**config.mk**
```make
export PLATFORM = sky130hd
export DESIGN_NAME = fetch_unit
export DESIGN_NICKNAME = d
export VERILOG_FILES = /design/src/rtl/fetch_unit.sv
export SDC_FILE = /design/constraint.sdc
export NUM_CORES = 1
export LEC_CHECK = 0
export BUFFER_PORTS_ARGS = -buffer_cell sky130_fd_sc_hd__buf_2
export CAP_MARGIN = 20
export CORE_MARGIN = 4
export CORE_UTILIZATION = 38
export DETAILED_ROUTE_END_ITERATION = 7
export PLACE_DENSITY = 0.66
export SYNTH_ARGS = -nofsm -noshare
export SYNTH_HDL_FRONTEND = slang
export SYNTH_SLANG_ARGS = --single-unit
```
**constraint.sdc**
```tcl
create_clock -name CLK -period 1.7 [get_ports CLK]
set_clock_uncertainty 0.1 [all_clocks]
set_input_delay 0.085 -clock CLK [delete_from_list [all_inputs] [get_ports CLK]]
set_output_delay 0.085 -clock CLK [all_outputs]
set_load 0.1 [all_outputs]
```
**src/rtl/fetch_unit.sv**
```systemverilog
// fetch_unit: instruction-fetch stage with IF/ID latch.
// Owns the PC, issues imem reads, latches instruction and PC+4 for decode, and
// handles stalls, redirects (including one landing while a fetch is outstanding)
// and the sticky halt.
// Optional macro FETCH_PERF_CNT_EN enables the fetch_count / stall_cycles counters;
// without it both ports are tied to zero.
module fetch_unit #(
   parameter logic [31:0] PC_INIT = 32'h00000000
) (
   input  logic        CLK,
   input  logic        RST,
   input  logic        ihit,
   input  logic [31:0] imemload,
   output logic        imemREN,
   output logic [31:0] imemaddr,
   input  logic        stall,
   input  logic        redirect_valid,
   input  logic [31:0] redirect_pc,
   input  logic        halt_in,
   output logic [31:0] if_instr,
   output logic [31:0] if_npc,
   output logic        if_valid,
   output logic        halted,
   output logic [31:0] fetch_count,
   output logic [31:0] stall_cycles
);

   typedef enum logic [1:0] {StFetch, StRedirPend, StHalted} state_e;

   state_e      state_q, state_d;
   logic [31:0] pc_q, pc_d;
   logic [31:0] pend_pc_q, pend_pc_d;
   logic [31:0] if_instr_q, if_instr_d;
   logic [31:0] if_npc_q, if_npc_d;
   logic        if_valid_q, if_valid_d;
   logic        halted_q, halted_d;
   logic [31:0] redir_tgt;
   logic [31:0] pc_plus4;
   logic        load_valid;

   assign redir_tgt = {redirect_pc[31:2], 2'b00};
   assign pc_plus4  = pc_q + 32'd4;

   // Next-state: priority redirect > halt > stall > ihit within FETCH.
   always_comb begin
      state_d    = state_q;
      pc_d       = pc_q;
      pend_pc_d  = pend_pc_q;
      if_instr_d = if_instr_q;
      if_npc_d   = if_npc_q;
      if_valid_d = if_valid_q;
      halted_d   = halted_q;
      load_valid = 1'b0;
      unique case (state_q)
         StFetch: begin
            if (redirect_valid) begin
               if_valid_d = 1'b0;
               if_instr_d = 32'h0;
               if (ihit) begin
                  pc_d = redir_tgt;
               end else begin
                  pend_pc_d = redir_tgt;
                  state_d   = StRedirPend;
               end
            end else if (halt_in) begin
               state_d    = StHalted;
               halted_d   = 1'b1;
               if_valid_d = 1'b0;
            end else if (stall) begin
               // Hold everything; any returned word is refetched later.
            end else if (ihit) begin
               if_instr_d = imemload;
               if_npc_d   = pc_plus4;
               if_valid_d = 1'b1;
               pc_d       = pc_plus4;
               load_valid = 1'b1;
            end else begin
               if_instr_d = 32'h0;
               if_valid_d = 1'b0;
            end
         end
         StRedirPend: begin
            // Old fetch still in flight on the old PC; its word is dropped.
            if_valid_d = 1'b0;
            if (redirect_valid) pend_pc_d = redir_tgt;
            if (ihit) begin
               pc_d    = redirect_valid ? redir_tgt : pend_pc_q;
               state_d = StFetch;
            end
         end
         StHalted: begin
         end
         default: state_d = StFetch;
      endcase
   end

   // State and IF/ID registers with synchronous reset.
   always_ff @(posedge CLK) begin
      if (RST) begin
         state_q    <= StFetch;
         pc_q       <= PC_INIT;
         pend_pc_q  <= 32'h0;
         if_instr_q <= 32'h0;
         if_npc_q   <= 32'h0;
         if_valid_q <= 1'b0;
         halted_q   <= 1'b0;
      end else begin
         state_q    <= state_d;
         pc_q       <= pc_d;
         pend_pc_q  <= pend_pc_d;
         if_instr_q <= if_instr_d;
         if_npc_q   <= if_npc_d;
         if_valid_q <= if_valid_d;
         halted_q   <= halted_d;
      end
   end

`ifdef FETCH_PERF_CNT_EN
   logic [31:0] fetch_cnt_q, stall_cnt_q;

   // Perf counters; both naturally freeze outside FETCH.
   always_ff @(posedge CLK) begin
      if (RST) begin
         fetch_cnt_q <= 32'h0;
         stall_cnt_q <= 32'h0;
      end else begin
         if (load_valid) fetch_cnt_q <= fetch_cnt_q + 32'd1;
         if (stall && state_q == StFetch) stall_cnt_q <= stall_cnt_q + 32'd1;
      end
   end

   assign fetch_count  = fetch_cnt_q;
   assign stall_cycles = stall_cnt_q;
`else
   logic unused_load_valid;
   assign unused_load_valid = load_valid;
   assign fetch_count  = 32'h0;
   assign stall_cycles = 32'h0;
`endif

   assign imemaddr = pc_q;
   assign imemREN  = (state_q != StHalted);
   assign if_instr = if_instr_q;
   assign if_npc   = if_npc_q;
   assign if_valid = if_valid_q;
   assign halted   = halted_q;

endmodule

```
# --- Word-level counts from Yosys, hierarchy flattened ---
# Index checks and enable logic that the tools add are counted.
op_classes:
  addsub: 1
  n_mul: 0
  div: 0
  n_lt_le_gt_ge: 0
  n_eq_ne: 15
  shifts: 0
  muxes: 25
  bitwise_logic: 4
  reduce_logical: 9
ops:
  columns: ["operator", "n"]
  rows:
  - ["two-way mux 32 bit", 13]
  - ["case mux 32 bit (2 select lines)", 2]
  - ["adder 32 x 3 -> 32 bit (second input constant)", 1]
  - ["!= test 3 bit (second input constant)", 5]
  - ["!= test 2 bit (second input constant)", 5]
  - ["AND reduction 3 bit", 3]
  - ["two-way mux 2 bit", 4]
  - ["!= test 4 bit (second input constant)", 2]
  - ["case mux 2 bit (3 select lines)", 1]
  - ["AND reduction 6 bit", 1]
  - ["AND reduction 5 bit", 1]
  - ["two-way mux 1 bit", 4]
  - ["inverter 1 bit", 4]
  - ["AND reduction 4 bit", 1]
  - ["equality test 2 x 1 -> 1 bit (second input constant)", 1]
  - ["equality test 2 bit (second input constant)", 1]
  - ["zero test 2 bit", 1]
  - ["!= test 2 x 1 -> 1 bit (second input constant)", 1]
  - ["case mux 1 bit (2 select lines)", 1]
  - ["AND reduction 2 bit", 1]
  - ["nonzero test 2 bit", 1]
word_totals:
  reg_bits: 132
  latch_bits: 0
  mem_bits_rw: 0
  romBits: 0
  output_inout_bits: 163
  elab_cells: 61
  mem_count: 0

# --- Longest topological paths before layout ---
depth:
  ltp_word: 6
  mapped_depth: 9
  depth_no_buf: 6

# --- Least setup slack after synthesis ---
# OpenSTA, ideal clock, no wires.
synth_timing:
  kind: "register -> register"
  start: "register pc_q[12] (netlist: imemaddr[12])"
  end: "register if_npc_q[22] (netlist: if_npc[22])"
  t_arrival_ns: 2.591
  required_time_ns: 1.514
  setup_slack_ns: -1.077
  stages_incl_launch_ff: 8
  period_less_slack_ns: 2.777
  path_cell_list: "dfxtp_1 -> buf_2 -> nand4_2 -> nor3_4 -> buf_2 -> nand4_1 -> xor2_1 -> a211oi_1"
synth_via:
  elab_chain_len: 1
synth_lines:
  columns: ["item", "line_no", "text"]
  rows:
  - ["start, declared", "31", "logic [31:0] pc_q, pc_d;"]
  - ["start signal, assigned", "109", "pc_q <= pc_d;"]
  - ["adder 32 x 3 -> 32 bit", "42", "assign pc_plus4 = pc_q + 32'd4;"]
  - ["end signal, assigned", "112", "if_npc_q <= if_npc_d;"]
  - ["end, declared", "34", "logic [31:0] if_npc_q, if_npc_d;"]
# No other way between the ends.
# A chain may end at the register's enable or synchronous reset.

# --- Final worst setup path ---
layout_timing:
  start: "register state_q[0]"
  end: "register pc_q[31] (netlist: imemaddr[31])"
layout_via:
  elab_chain_len: 3
  elab_cells_between_ends: 10
  classes_between: "6 x eq/ne; 1 x mux; 3 x reduce/logical"
layout_lines:
  columns: ["item", "line_no", "text"]
  rows:
  - ["start, declared", "30", "state_e state_q, state_d;"]
  - ["start signal, assigned", "100", "state_q <= StFetch;"]
  - ["start signal, assigned", "108", "state_q <= state_d;"]
  - ["zero test 2 bit / equality test 2 x 1 -> 1 bit (equally long branches)", "54", "unique case (state_q)"]
  - ["!= test 4 bit (no source line), or another cell as far along", null, null]
  - ["AND reduction 6 bit (no source line)", null, null]
# Parallel ways exist; a longest one is shown, timed or not.

==> metrics.txt <==
Crit path largest cell delay about 0.34 ns; status complete, but fails checks; CP Class reg2reg; area delta synth->final 47.9%; Design Power 9.62 mW; global-route usage over all layers 0.209; Core ar. 0.0168 sq mm; insertion delay to the later sink of the worst-skew pair around 0.4 ns; Max Slew Vio Count 0; initial antenna violation count 0; Die Footprint 0.0195 sq mm; CP Data Arrival Time 1.91 ns; Worst setup SP type register; clk sinks 132; Sw Ratio 0.371; share of cells above drive strength 1 0.330; PnR worst setup slack -0.0128 ns; critical path, cell by cell o31a_1, buf_4, buf_4, nand2_1, buf_6, nor4_1, or3_1; Setup crit end kind register; cell count after synthesis approximately 850; Starting DRT DRC Count 541; vias in the first global route 6510; DRC 0; CTS tree done; first-pass GRT wire length between 30000 and 40000 microns; worst hold-check path type in2reg; hpwl dp 14100 microns; Max transition margin 0.646; Min Hold Slack 0.00804 ns; largest fanout on the critical path 9; placed instance count 1238; initial core utilization 0.392; Cell variety after synth 48; post-route cell area around 0.0097 sq mm; Yosys reg bits roughly 130; fmax 584 MHz; Final setup viols 3; highest-count cells in the layout ignoring fill and taps buf_2 (163), nand2_1 (143), dfxtp_1 (101); Clk pwr share 0.378; cell-internal power 6.04 mW; failing checks setup timing; area share of the leading cell type in the synthesized netlist 0.402; Placed Area 0.00806 sq mm; final hold vios 0; htree depth 4; CTS Buf Count 17; Slew @ Worst Pin between 0.5 and 0.6 ns; routed vias/inst about 5.1; I/O Buffers between 150 and 200; Clock Tree Root clkbuf_16; synth top area cells dfxtp_1 (40%), nand2_1 (8.3%), buf_4 (7.8%), a21oi_1 (6.4%), nand3_1 (4.3%); largest net degree at the start of global routing 63; Post-synth EDFFs 0; Die W ~140 microns; mapped cell area 0.00658 sq mm; asr flop ratio synth 0; net switching power 3.57 mW; leakage 4.09 nW; RSZ-0062 raised after global routing true; ANT nets after route 0; WP data required 1.89 ns; PD cells 989 mW/mm^2; VDD IR max 0.743 mV; routed via count 6878; CP bufs+invs 3; Routed WL per cell 16.0 microns; most common cell after layout, fill and taps aside buf_2; Die H 140 microns; CTS clk-pin slew, worst paths 0.06 ns; Worst path slowest cell dfxtp_2; share of power burned in registers 0.348; most used flip-flop cell after synthesis dfxtp_1; Max Root-Sink Buffers 2; Final Cycle Share 1.01; FP Rows 47; ANT cells 0; power share of the combinational group 0.273; final non-filler cell total 1353; fin util 0.580; Nets 1191; DRT Wirelength 21700 microns; dominant cell type by area after synthesis dfxtp_1; Syn Area/Cell 7.76 sq um; Max-Cap Viols 0; DR pass1 iterations 8; CP top delay family buffers and inverters; Ys Warns 0; min Tclk post-route around 1.7 ns; global route overflow 0; Routability Congestion ~0.8; critical path's most frequent cell buf_4; post-synthesis sequential area ratio 0.402; # IOs 233
## layer usage
| layer | routed length, microns | vias to the layer above | track usage |
|---|---|---|---|
| li1 | - | 3386 | - |
| met5 | 0 | - | 0 |
| met4 | 474 | 0 | 0.0648 |
| met3 | 1920 | 42 | 0.0679 |
| met1 | 9190 | 3152 | 0.272 |
| met2 | 10100 | 298 | 0.332 |
## power groups by stage
| stage | Clock, mW | Sequential [mW] | Combinational, mW |
|---|---|---|---|
| after floorplan | 0 | 4.15 | 1.28 |
| after global placement | 0 | 3.41 | 2.40 |
| after detailed placement | 0 | 3.41 | 2.41 |
| after CTS | 3.71 | 3.35 | 2.55 |
| after global routing | 3.86 | 3.37 | 2.75 |
| final | 3.64 | 3.35 | 2.63 |
## worst reg2reg max path, delay by kind of cell (launching register included)
| family | cells | cell delay [ns] |
|---|---|---|
| flip-flops | 1 | 0.34 |
| buffers and inverters | 3 | 0.47 |
| AO/OA/AOI/OAI | 1 | 0.27 |
| AND/OR/NAND/NOR | 3 | 0.42 |
## stage by stage
step / TNS, ns / setup WS (ns)
2_1_floorplan: -5.95 / -0.327
3_3_place_gp: -0.776 / -0.0925
3_5_place_dp: -1.18 / -0.147
4_1_cts: 0 / 0.00772
5_1_grt: -0.935 / -0.109
6_report: -0.0270 / -0.0128
## final timing paths
check	depth (start not counted)	slack, ns	to	from
worst max-delay path	7	-0.01	imemaddr[31]	state_q[0]
worst min-delay path	4	0.008	if_valid	stall
worst max register to register	7	-0.01	imemaddr[31]	state_q[0]
worst min register to register	2	0.35	if_instr[30]	if_instr[30]
## registers in the layout, indices dropped and copies added, names as in the netlist
register	flops
if_npc	32
if_instr	32
state_q	2
pend_pc_q	32
imemaddr	32
halted	1
if_valid	1
## cell usage after synthesis (all sizes together), types with 2 or more instances
library cell / n
nand4: 18
nor4: 5
nor2b: 5
a21o: 4
o32ai: 2
or3: 10
nand2b: 7
nor2: 56
a21oi: 84
and4: 4
xnor2: 6
and2: 5
o21a: 2
o211ai: 3
nand3: 56
a221oi: 10
xor2: 19
nand2: 145
a22oi: 5
o21ai: 34
a211oi: 31
clkbuf: 42
dfxtp: 132
nor3b: 7
inv: 6
nor3: 15
mux2i: 3
and3: 14
buf: 92
a31oi: 7
a311oi: 2
o311ai: 8
## final cells by class
| type | count | area (sq um) |
|---|---|---|
| fill | 1489 | 7030 |
| multi-input combinational | 638 | 3670 |
| sequential | 132 | 2750 |
| timing repair buffer | 325 | 2420 |
| clock buffer | 19 | 475 |
| tap | 220 | 275 |
| clock inverter | 13 | 120 |
| inverter | 6 | 22.5 |
## cells by family (layout without fill, tap and decap cells)
logic type                 Yosys count  in the layout  synth area share
xor gates and xnor gates            25             25            0.0333
other                                1             64          0.000570
buffers and inverters              140            363             0.121
muxes                                3              3           0.00457
AOI/OAI and AO/OA                  196            196             0.183
adders and majority gates            1              1           0.00190
and+or+nand+nor                    349            349             0.253
DFF                                132            132             0.402
## timing repair
item                       CTS  global route
hold endpoints to repair    74             0
gates resized for setup     16            51
hold buffers                64             0
setup endpoints to repair   18            45
setup buffers                3            11
pin swaps                    2            37
gates cloned                 1             4
No activity file was read; power rests on OpenSTA's default activity.
